===== src/rtl/load_store_unit.sv =====
// load_store_unit
//   Data-memory access unit between the execute stage and a single-port RAM
//   that has no byte enables. It turns byte-addressed RISC-V loads and stores
//   (LB/LH/LW/LBU/LHU/SB/SH/SW) into word accesses. Sub-word loads are
//   extracted and extended here. Sub-word stores use read-modify-write.
//
//   State | Meaning
//   ------+-----------------------------------------------------------
//   IDLE  | waiting for a request; req_ready=1
//   LD    | RAM read of the load word; extracted value captured
//   ST    | SW write of the latched store data
//   RD    | RAM read for SB/SH; merged word captured
//   WR    | write of the merged word
//   ERR   | one-cycle error response; RAM untouched
//   RESP  | one-cycle good response
//
// Ports
//   clk, rst                 clock, asynchronous active-high reset
//   req_valid/req_ready      request handshake (accept when both are high)
//   req_wr, req_funct3       store flag, RISC-V size/sign code
//   req_addr, req_wdata      byte address, store data (low lanes)
//   rsp_valid/rsp_rdata/rsp_err  one-cycle completion, load data, error flag
//   ram_addr, ram_wr_ena, ram_wr_data, ram_rd_data  RAM port (async read)
module load_store_unit #(
  parameter int W      = 32,
  parameter int L      = 128,
  parameter int ADDR_W = 32
) (
  input  logic                 clk,
  input  logic                 rst,
  input  logic                 req_valid,
  output logic                 req_ready,
  input  logic                 req_wr,
  input  logic [2:0]           req_funct3,
  input  logic [ADDR_W-1:0]    req_addr,
  input  logic [W-1:0]         req_wdata,
  output logic                 rsp_valid,
  output logic [W-1:0]         rsp_rdata,
  output logic                 rsp_err,
  output logic [$clog2(L)-1:0] ram_addr,
  output logic                 ram_wr_ena,
  output logic [W-1:0]         ram_wr_data,
  input  logic [W-1:0]         ram_rd_data
);

  localparam int AW = $clog2(L);

  typedef enum logic [2:0] {
    S_IDLE, S_LD, S_ST, S_RD, S_WR, S_ERR, S_RESP
  } state_t;

  state_t         state_q, state_d;
  logic [2:0]     funct3_q;
  logic [1:0]     off_q;
  logic [W-1:0]   wdata_q;
  logic [AW-1:0]  idx_q;
  logic [W-1:0]   rdata_q;
  logic [W-1:0]   merge_q;

  logic           accept;
  logic           req_illegal, req_misal, req_oor, req_err;
  logic [4:0]     shamt;
  logic [7:0]     lane_b;
  logic [15:0]    lane_h;
  logic [W-1:0]   load_val;
  logic [W-1:0]   lane_mask, ins_val, merged;

  assign accept = req_valid && (state_q == S_IDLE);

  // Stores only have SB/SH/SW; loads reject 011, 110, 111.
  assign req_illegal = req_wr ? (req_funct3 > 3'd2)
                              : (req_funct3 == 3'b011 || req_funct3[2:1] == 2'b11);
  assign req_misal   = (req_funct3[1:0] == 2'b01 && req_addr[0]) ||
                       (req_funct3[1:0] == 2'b10 && req_addr[1:0] != 2'b00);
  assign req_oor     = |req_addr[ADDR_W-1:AW+2];
  assign req_err     = req_illegal || req_misal || req_oor;

  // Lane select: byte offset * 8; halfword loads are aligned so off_q[0]=0.
  assign shamt    = {off_q, 3'b000};
  assign lane_b   = 8'(ram_rd_data >> shamt);
  assign lane_h   = 16'(ram_rd_data >> shamt);

  always_comb begin
    load_val = ram_rd_data;
    case (funct3_q)
      3'b000:  load_val = {{(W-8){lane_b[7]}}, lane_b};
      3'b001:  load_val = {{(W-16){lane_h[15]}}, lane_h};
      3'b100:  load_val = {{(W-8){1'b0}}, lane_b};
      3'b101:  load_val = {{(W-16){1'b0}}, lane_h};
      default: load_val = ram_rd_data;
    endcase
  end

  // Read-modify-write: replace only the addressed lane, keep the rest bit-exact.
  assign lane_mask = funct3_q[0] ? W'(16'hFFFF) : W'(8'hFF);
  assign ins_val   = (wdata_q & lane_mask) << shamt;
  assign merged    = (ram_rd_data & ~(lane_mask << shamt)) | ins_val;

  always_ff @(posedge clk or posedge rst) begin
    if (rst) begin
      state_q  <= S_IDLE;
      funct3_q <= '0;
      off_q    <= '0;
      wdata_q  <= '0;
      idx_q    <= '0;
      rdata_q  <= '0;
      merge_q  <= '0;
    end else begin
      state_q <= state_d;
      if (accept) begin
        funct3_q <= req_funct3;
        off_q    <= req_addr[1:0];
        wdata_q  <= req_wdata;
        idx_q    <= req_addr[AW+1:2];
        rdata_q  <= '0;
      end
      if (state_q == S_LD) rdata_q <= load_val;
      if (state_q == S_RD) merge_q <= merged;
    end
  end

  always_comb begin
    state_d = state_q;
    case (state_q)
      S_IDLE: begin
        if (req_valid) begin
          if (req_err)                      state_d = S_ERR;
          else if (!req_wr)                 state_d = S_LD;
          else if (req_funct3[1:0] == 2'b10) state_d = S_ST;
          else                              state_d = S_RD;
        end
      end
      S_LD, S_ST, S_WR: state_d = S_RESP;
      S_RD:             state_d = S_WR;
      S_ERR, S_RESP:    state_d = S_IDLE;
      default:          state_d = S_IDLE;
    endcase
  end

  always_comb begin
    req_ready   = (state_q == S_IDLE);
    rsp_valid   = (state_q == S_RESP) || (state_q == S_ERR);
    rsp_err     = (state_q == S_ERR);
    rsp_rdata   = (state_q == S_RESP) ? rdata_q : '0;
    ram_addr    = idx_q;
    ram_wr_ena  = (state_q == S_ST) || (state_q == S_WR);
    ram_wr_data = '0;
    if (state_q == S_ST) ram_wr_data = wdata_q;
    if (state_q == S_WR) ram_wr_data = merge_q;
  end

endmodule


===== config.mk =====
export PLATFORM = sky130hd
export DESIGN_NAME = load_store_unit
export DESIGN_NICKNAME = d
export VERILOG_FILES = /design/src/rtl/load_store_unit.sv
export SDC_FILE = /design/constraint.sdc
export NUM_CORES = 1
export LEC_CHECK = 0
export ABC_AREA = 1
export BUFFER_PORTS_ARGS = -buffer_cell sky130_fd_sc_hd__buf_2
export CORE_MARGIN = 2
export CORE_UTILIZATION = 44
export CTS_CLUSTER_DIAMETER = 200
export CTS_CLUSTER_SIZE = 40
export DETAILED_ROUTE_END_ITERATION = 7
export GPL_ROUTABILITY_DRIVEN = 0
export PLACE_DENSITY = 0.75
export RECOVER_POWER = 50
export REMOVE_ABC_BUFFERS = 1
export SETUP_SLACK_MARGIN = 0.2
export SLEW_MARGIN = 20
export SYNTH_ARGS = -nofsm -noshare
export SYNTH_HDL_FRONTEND = slang
export SYNTH_SLANG_ARGS = --single-unit

===== constraint.sdc =====
create_clock -name clk -period 7.5 [get_ports clk]
set_clock_uncertainty 0.05 [all_clocks]
set_input_delay 1.5 -clock clk [delete_from_list [all_inputs] [get_ports clk]]
set_output_delay 1.5 -clock clk [all_outputs]
set_load 0.01 [all_outputs]

==> impl_results.md, run 1 <==
* YS warnings at 0
* Worst-path maximum fanout at 60
* CP Capture Type: register
* Crit-path slowest cell: inv_1
* Status: finished with violations
* First-pass GRT wire length at 28400 µm
* Largest net degree at the start of global routing at 63
* Mapped Area at 5978 µm²
* Most frequent cells in the layout: nand2_1, buf_2, o21ai_0, inv_1, dfrtp_1
* Routed via count at 6091
* Drt pass-1 iters at 5
* DR vias/cell at 5.242
* Power Density at 396.9 nW/µm²
* Worst relative slew slack at -83.06%
* Io pins at 178
* Most used routing layer in global routing: met2
* Met2 usage at 40.78%
* Leakage at 3.845 nW
* Mapped Cells at 830
* Worst-path clk slew at 0.07 ns
* Syn_area_per_cell at 7.203 µm²
* Setup TNS at 0 ns
* Fmax at 238.1 MHz
* Data arrival, critical path at 4.38 ns
* Cell variety after synth at 28
* Gr usage total at 25.03%
* Area Overhead vs Synth at 21.43%
* VDD IR max at 240.3 µV
* WS Path Type: input port to register
* Post-DRT Antenna Nets at 0
* Worst slew pin tran at 2.731 ns
* Fin nets at 1084
* Post-CTS Resized at 0
* CTS H-tree depth at 3
* Top area cells in the synthesized netlist: dfrtp_1, nand2_1, o21ai_0, inv_1, nor2_1
* Yosys reg bits at 111
* Endpoints failing hold at 0
* Starting Density at 45.14%
* Final period demand of the worst path at 4.200 ns
* TritonCTS Sinks at 111
* Drt wl/cell at 15.15 µm
* Worst path most repeated cell: clkbuf_1
* Met1 usage at 33.28%
* Ratio of final minimum period to clock period at 56.00%
* CP required at 7.68 ns
* Final slew viol count at 124
* Yosys top cell by area: dfrtp_1
* Diodes inserted at 0
* FP Rows at 42
* Synth top area share at 46.46%
* # DRC at 0
* Slowest Stage Delay on Critical Path at 1.17 ns
* Die footprint at 14530 µm²
* RSZ-0062 raised after global routing: false
* Cts hold-fix bufs at 0
* Register area share after synthesis at 46.46%
* CP delay by family, top: buffers and inverters
* PortBufs at 177
* CTS tree: done
* Skew-Pair Late Insertion Delay at 0.36 ns
* CTS root buffer: clkbuf_16
* Number of global-route vias before repair at 5754
* Commonest non-fill, non-tap cell in the layout: nand2_1
* Hold Path Class: register to register
* Initial antenna violation count at 2
* Post-CTS Setup Repair Bufs at 0
* Pwr Total at 2.881 mW
* Die Y-Extent at 120.6 µm
* Final setup violation count at 0
* Crit path cell chain: clkbuf_1 -> nand2_1 -> clkbuf_1 -> inv_1 -> o21ai_0
* Post-DP HPWL at 12600 µm
* Core Util, Final at 54.82%
* CTS max path bufs at 2
* Startpoint Class: input port
* Max Cap Violations at 2
* Gr ovfl total at 0
* Core area at 13240 µm²
* Num CTS Buffers at 9
* Routed WL at 17600 µm
* Share of cells above drive strength 1 at 20.89%
* Worst Path Buf+Inv at 3
* Met3 usage at 6.934%
* Starting DRC count in detailed routing at 482
* DIE WIDTH at 120.6 µm
* Violated checks: capacitance limit, slew limit
[layout make-up]
type                    count  area [µm²]
fillers                  1330        5983
flip-flops and latches    111        2778
multi-input cells         549        2524
repair buffers            183       913.4
inverters                 127       478.0
clock buffers              11       242.7
well taps                 176       220.2
clock inverters             5       103.9
[state kept, by name, indices dropped and copies added, names as in the netlist]
signal and cells:
funct3_q 3, merge_q 32, off_q 2, ram_addr 7, rdata_q 32, state_q 3
wdata_q 32
[path summary, 6_finish.rpt]
| check | startpoint | to | slack, ns | cells past startpoint |
|---|---|---|---|---|
| max | req_valid | wdata_q[6] | 3.30 | 5 |
| min | rdata_q[31] | rdata_q[31] | 0.43 | 2 |
| max in group asynchronous | rst | wdata_q[10] | 3.95 | 3 |
| max reg2reg | state_q[2] | wdata_q[6] | 3.74 | 7 |
| min reg2reg | rdata_q[31] | rdata_q[31] | 0.43 | 2 |
| min in group asynchronous | rst | wdata_q[26] | 1.86 | 2 |
[power by group]
part | total [mW] | internal (mW) | switching [mW]
combinational | 1.31 | 0.427 | 0.882
clock | 0.559 | 0.337 | 0.222
sequential | 1.01 | 0.859 | 0.155
[through the flow]
stage | hold WS, ns | instances | instance area [µm²] | worst slack (ns)
after detailed placement | 0.4146 | 1146 | 6939 | 4.118
final | 0.4271 | 1162 | 7259 | 3.300
after global routing | 0.4517 | 1162 | 7259 | 2.847
after global placement | 0.4110 | 1146 | 6939 | 4.108
after floorplan | 0.3989 | 787 | 5779 | 3.019
after CTS | 0.4337 | 1162 | 7286 | 3.720
[worst register-to-register path, cell delays in order (launching register included)]
cell and delay (ns):
dfrtp_1 0.49, inv_1 0.13, nand2_1 0.13, inv_2 0.06, nand2_1 0.07, clkbuf_1 1.00, inv_1 1.18, o21ai_0 0.54
[routing by layer]
metal,vias up,part of all wire [%]
li1,2949,-
met1,2825,43
met2,284,46
met3,29,8.4
met4,4,1.5
met5,-,0.12
[cell usage after synthesis]
| cell | number |
|---|---|
| clkbuf_1 | 25 |
| nand3_1 | 20 |
| nand3b_1 | 1 |
| o22ai_1 | 28 |
| nor3_1 | 2 |
| nor2_4 | 2 |
| nor2_1 | 71 |
| buf_1 | 2 |
| o21ai_1 | 3 |
| nand2_2 | 2 |
| nand2_1 | 211 |
| or2_2 | 6 |
| inv_2 | 6 |
| buf_2 | 12 |
| a21oi_1 | 48 |
| nor2_2 | 2 |
| a41oi_1 | 1 |
| nand4_1 | 3 |
| nand3_4 | 1 |
| o211ai_1 | 9 |
| a22oi_1 | 8 |
| buf_4 | 2 |
| inv_1 | 120 |
| dfrtp_1 | 111 |
| buf_6 | 2 |
| o21ai_0 | 130 |
| nor3_2 | 1 |
| clkinv_1 | 1 |
[cells by family (layout without fill, tap and decap cells)]
kind of cell	after synthesis	in the layout	share of synthesized area, %
simple gates	322	322	21.87
compound gates	227	227	20.36
buf+inv	170	326	11.30
flops	111	111	46.46
Power figures use the tool's default switching activity.
==> inputs of run 2 (changes only) <==
==> constraint.sdc (replaced) <==
create_clock -name clk -period 4.2 [get_ports clk]
set_clock_uncertainty 0.05 [all_clocks]
set_input_delay 0.84 -clock clk [delete_from_list [all_inputs] [get_ports clk]]
set_output_delay 0.84 -clock clk [all_outputs]
set_load 0.01 [all_outputs]
==> impl_results.md, run 2 (synthesis results as in run 1) <==
* Cts hold-fix bufs at 0 (unchanged)
* Post-CTS Setup Repair Bufs at 0 (unchanged)
* CTS max path bufs at 2 (unchanged)
* Number of global-route vias before repair at 5517 (-4.1%)
* VDD IR max at 339.8 µV (+41%)
* Diodes inserted at 0 (unchanged)
* Pre-CTS setup slack at 1.540 ns (-2.578 ns)
* CTS root buffer: clkbuf_16
* Fmax at 280.3 MHz
* Num CTS Buffers at 9 (unchanged)
* Post-DP HPWL at 12710 µm (+0.84%)
* Starting DRC count in detailed routing at 552 (+15%)
* RR Endpoint: rdata_q[8]
* Post-DRT Antenna Nets at 0 (unchanged)
* # DRC at 0 (unchanged)
* Max Cap Violations at 1 (-1)
* Gr usage total at 25.16% (+0.13 points)
* Power Density at 692.9 nW/µm² (+75%)
* Post-CTS Resized at 0 (unchanged)
* First-pass GRT wire length at 28390 µm (about the same)
* WS Path Type: register to output port
* FP Rows at 42 (unchanged)
* Drt wl/cell at 15.22 µm (+0.48%)
* Final setup violation count at 0 (unchanged)
* Starting Density at 45.14% (unchanged)
* Violated checks: capacitance limit, slew limit
* Status: finished with violations
* Sw Pwr at 2.269 mW (+80%)
* Internal at 2.726 mW (+68%)
* CP Capture Type: output port
* RR Startpoint: off_q[0]
* Worst-path clk slew at 0.07 ns (about the same)
* Final period demand of the worst path at 3.567 ns
* Largest registers: merge_q x32, rdata_q x32, wdata_q x32
* Area Overhead vs Synth at 20.57%
* TritonCTS Sinks at 111 (unchanged)
* CTS H-tree depth at 3 (unchanged)
* Setup TNS at 0 ns (unchanged)
* Logic pwr share at 47.1% (+1.7 points)
* Crit path capture: ram_wr_data[7]
* Worst relative slew slack at -82.66% (+0.40 points)
* Fin nets at 1086 (+0.18%)
* Core area at 13240 µm² (unchanged)
* Share of cells above drive strength 1 at 20.75% (-0.14 points)
* Data arrival, critical path at 2.68 ns (-1.70 ns)
* Pwr Total at 4.995 mW (+73%)
* Routed via count at 6029 (-1.0%)
* Fillers at 1333 (+0.23%)
* Initial antenna violation count at 2 (unchanged)
* Hold Path Class: register to register
* Worst Reg2Reg Path Length in Cells at 10 (+3)
* CTS tree: done
* Most frequent cells in the layout: nand2_1, buf_2, o21ai_0, inv_1, dfrtp_1
* Routed WL at 17720 µm (+0.65%)
* Skew-Pair Late Insertion Delay at 0.37 ns (about the same)
* DIE WIDTH at 120.6 µm (unchanged)
* Final Instance Count excl. Fillers at 1164 (+0.17%)
* Worst slew pin tran at 2.740 ns (+0.008954 ns)
* Commonest non-fill, non-tap cell in the layout: nand2_1
* Final setup margin at 0.6326 ns (-2.667 ns)
* R2R setup slack at 1.08 ns (-2.66 ns)
* Ratio of final minimum period to clock period at 84.94%
* Leakage at 3.799 nW (-1.2%)
* Worst Setup SP: state_q[2]
* Seq pwr share at 36.1% (+0.9 points)
* DR vias/cell at 5.180 (-1.2%)
* Sw Share at 45.43% (+1.7 points)
* PortBufs at 177 (unchanged)
* HP Start: rdata_q[27]
* Post-placement cell count at 1148 (+0.17%)
* Largest net degree at the start of global routing at 112 (+78%)
* Die Y-Extent at 120.6 µm (unchanged)
* Gr ovfl total at 0 (unchanged)
* Io pins at 178 (unchanged)
* Worst-path maximum fanout at 22 (-63%)
* Endpoints failing hold at 0 (unchanged)
* Drt pass-1 iters at 5 (unchanged)
* Die footprint at 14530 µm² (unchanged)
* Final slew viol count at 112 (-9.7%)
* Startpoint Class: register
* RSZ-0062 raised after global routing: false
* Clock power frac at 16.8% (-2.6 points)
* CP required at 3.31 ns (-4.37 ns)
## run 2: changes by cell type in the layout (fill, tap and decap cells not counted), sizes merged
| cell | delta |
|---|---|
| clkbuf | +5 |
| buf | -3 |
| bufinv | -3 |
| clkinvlp | +3 |
## run 2: layout make-up
cell class	instances	area (µm²)	share of cell area [%]
Clock buffer	11	242.7	3.367
Timing Repair Buffer	185	918.4	12.74
Sequential cell	111	2778	38.53
Inverter	127	478.0	6.631
Clock inverter	5	42.54	0.5902
Multi-Input combinational cell	549	2529	35.08
Tap cell	176	220.2	3.055
## run 2: worst min path at each step
stage,end,slack (ns),cells after the start
6_report,rdata_q[27],0.43,2
5_1_grt,rdata_q[27],0.45,2
4_1_cts,rdata_q[27],0.44,2
3_5_place_dp,ram_addr[5],0.42,2
3_3_place_gp,ram_addr[2],0.41,2
2_1_floorplan,rdata_q[11],0.40,2
## run 2: metrics by stage
step,utilization [%],cell area (µm²),hold slack (ns)
6_report,54.43,7208,0.4286
5_1_grt,54.43,7208,0.4546
4_1_cts,54.76,7252,0.4359
3_5_place_dp,52.61,6967,0.4159
3_3_place_gp,52.61,6967,0.4123
2_1_floorplan,-,5779,0.3989
## run 2: worst max-delay path, cell delays in order (launching register included)
cell	delay [ns]
dfrtp_1	0.47
nor3_1	0.20
clkbuf_1	0.54
inv_1	0.59
o22ai_1	0.34
buf_2	0.18
## run 2: layer usage
| metal | share of wire [%] | global-route usage, % | up-vias |
|---|---|---|---|
| li1 | - | - | 2949 |
| met1 | 43 | 34.77 | 2779 |
| met2 | 46 | 39.55 | 266 |
| met3 | 8.9 | 6.226 | 31 |
| met4 | 1.7 | 6.904 | 4 |
| met5 | 0.12 | 0 | - |
## run 2: power by group through the flow
| stage | Clock (mW) | Sequential (mW) | Combinational, mW |
|---|---|---|---|
| 4_1_cts | 0.848 | 1.80 | 2.38 |
| 3_5_place_dp | 0 | 1.82 | 2.37 |
| 6_report | 0.837 | 1.80 | 2.35 |
| 5_1_grt | 0.902 | 1.86 | 2.67 |
| 3_3_place_gp | 0 | 1.81 | 2.31 |
| 2_1_floorplan | 0 | 1.78 | 1.50 |
==> inputs of run 3 (changes only) <==
--- a/config.mk
+++ b/config.mk
@@ -13,7 +13,7 @@
 export CTS_CLUSTER_SIZE = 40
 export DETAILED_ROUTE_END_ITERATION = 7
 export GPL_ROUTABILITY_DRIVEN = 0
-export PLACE_DENSITY = 0.75
+export PLACE_DENSITY = 0.78
 export RECOVER_POWER = 50
 export REMOVE_ABC_BUFFERS = 1
 export SETUP_SLACK_MARGIN = 0.2
==> constraint.sdc (replaced) <==
create_clock -name clk -period 3.13 [get_ports clk]
set_clock_uncertainty 0.05 [all_clocks]
set_input_delay 0.626 -clock clk [delete_from_list [all_inputs] [get_ports clk]]
set_output_delay 0.626 -clock clk [all_outputs]
set_load 0.01 [all_outputs]
==> impl_results.md, run 3 (synthesis results as in run 1) <==
* Ratio of final minimum period to clock period at 86.58%
* Share of cells above drive strength 1 at 21.75% (+1.0 points)
* Met2 usage at 39.76% (+0.21 points)
* Post-DP HPWL at 13090 µm (+3.0%)
* Crit path capture: ram_wr_data[6]
* Final setup margin at 0.4200 ns (-0.2127 ns)
* Post-DRT Antenna Nets at 0 (unchanged)
* Final slew viol count at 0 (-100%)
* Die Y-Extent at 120.6 µm (unchanged)
* Gr usage total at 25.03% (-0.13 points)
* Most used routing layer in global routing: met2
* FP Rows at 42 (unchanged)
* Leakage at 3.856 nW (+1.5%)
* Multi-input logic area at 2520 µm² (-0.35%)
* RSZ-0062 raised after global routing: false
* Fin nets at 1091 (+0.46%)
* Reg area at 2778 µm² (unchanged)
* Final setup violation count at 0 (unchanged)
* Worst-path maximum fanout at 13 (-41%)
* Skew-Pair Late Insertion Delay at 0.36 ns (about the same)
* CP required at 2.45 ns (-0.86 ns)
* Most frequent cells in the layout: nand2_1, buf_2, o21ai_0, inv_1, dfrtp_1
* CTS root buffer: clkbuf_16
* CTS tree: done
* CTS max path bufs at 2 (unchanged)
* Number of global-route vias before repair at 5661 (+2.6%)
* Diodes inserted at 0 (unchanged)
* Final period demand of the worst path at 2.710 ns
* PortBufs at 177 (unchanged)
* Starting Density at 45.14% (unchanged)
* DR vias/cell at 5.240 (+1.2%)
* Gr ovfl total at 0 (unchanged)
* RR Endpoint: merge_q[10]
* Data arrival, critical path at 2.03 ns (-0.65 ns)
* Fillers at 1313 (-1.5%)
* Core area at 13240 µm² (unchanged)
* Drt wl/cell at 15.25 µm (+0.17%)
* Num CTS Buffers at 9 (unchanged)
* Endpoints failing hold at 0 (unchanged)
* VDD IR max at 641.8 µV (+89%)
* Drt pass-1 iters at 5 (unchanged)
* Setup TNS at 0 ns (unchanged)
* Io pins at 178 (unchanged)
* RR Startpoint: state_q[0]
* Starting DRC count in detailed routing at 560 (+1.4%)
* Routed WL at 17820 µm (+0.60%)
* Worst Setup SP: state_q[2]
* Worst-path clk slew at 0.08 ns (about the same)
* Largest registers: merge_q x32, rdata_q x32, wdata_q x32
* Met1 usage at 34.06% (-0.71 points)
* Die footprint at 14530 µm² (unchanged)
* Max Cap Violations at 0 (-1)
* Worst slew pin tran at 1.467 ns (-1.272 ns)
* Worst relative slew slack at 2.174% (+85 points)
* Hold WS at 0.3986 ns (-0.03000 ns)
* Status: complete, no violations
* CP Capture Type: output port
* Hold Path Class: input port to async pin
* WS Path Type: register to output port
* Commonest non-fill, non-tap cell in the layout: nand2_1
* Pre-CTS setup slack at 0.7116 ns (-0.8286 ns)
* Startpoint Class: register
* TritonCTS Sinks at 111 (unchanged)
* Worst Reg2Reg Path Length in Cells at 6 (-4)
* Power Density at 942.0 nW/µm² (+36%)
* First-pass GRT wire length at 28620 µm (+0.80%)
* DIE WIDTH at 120.6 µm (unchanged)
* Largest net degree at the start of global routing at 62 (-45%)
* Initial antenna violation count at 2 (unchanged)
* Routed via count at 6126 (+1.6%)
* Fmax at 369.0 MHz
* CTS H-tree depth at 3 (unchanged)
* R2R setup slack at 0.43 ns (-0.65 ns)
* Area Overhead vs Synth at 22.00%
* # DRC at 0 (unchanged)
* Met3 usage at 6.085% (-0.14 points)
==> run 3: changes by cell type in the layout (fill, tap and decap cells not counted), moves of 2 or more <==
cell,before,now
buf_2,166,170
clkbuf_1,15,9
inv_6,0,2
buf_4,4,8
==> run 3: critical path, stage by stage (launching register included) <==
cell and delay, ns:
dfrtp_1 0.44, nor3_1 0.19, buf_4 0.26, clkinvlp_4 0.35, o22ai_1 0.28, buf_2 0.16
==> run 3: layer usage <==
layer	vias to the layer above	wire length [µm]
li1	2971	-
met3	34	1737
met4	2	359
met2	314	8131
met5	-	13
met1	2805	7580
==> run 3: timing repair <==
action	4_1_cts	5_1_grt
resized for setup	0	2
buffers inserted	0	0
setup endpoints to repair	0	12
hold buffers	0	0
==> run 3: final cells by class <==
class | instances | area share (%)
sequential | 111 | 38.09
multi-input combinational | 549 | 34.55
timing repair buffer | 189 | 13.30
inverter | 127 | 6.605
clock buffer | 11 | 3.465
tap | 176 | 3.019
clock inverter | 5 | 0.8749
timing repair inverter | 1 | 0.1029
==> run 3: metrics by stage <==
step	utilization, %	instance area, µm²	power [mW]	std cells
global placement	52.93	7009	5.560	1152
global route	55.07	7293	7.444	1169
CTS	55.32	7326	6.879	1168
detailed placement	52.93	7009	5.649	1152
floorplan	-	5779	4.390	787
finish	55.07	7293	6.871	1169
==> run 3: where the power goes <==
group	internal (mW)	switching, mW
clock	0.672	0.549
sequential	2.06	0.330
combinational	1.07	2.19
==> run 3: how the worst min path moves through the flow <==
| stage | slack (ns) | depth (start not counted) | end | start |
|---|---|---|---|---|
| final | 0.40 | 2 | rdata_q[10] | rst |
| after global routing | 0.42 | 3 | ram_addr[1] | req_addr[3] |
| after CTS | 0.19 | 2 | rdata_q[27] | rst |
| after detailed placement | 0.41 | 2 | ram_addr[0] | ram_addr[0] |
| after global placement | 0.41 | 2 | ram_addr[4] | ram_addr[4] |
| after floorplan | 0.40 | 2 | rdata_q[11] | rdata_q[11] |
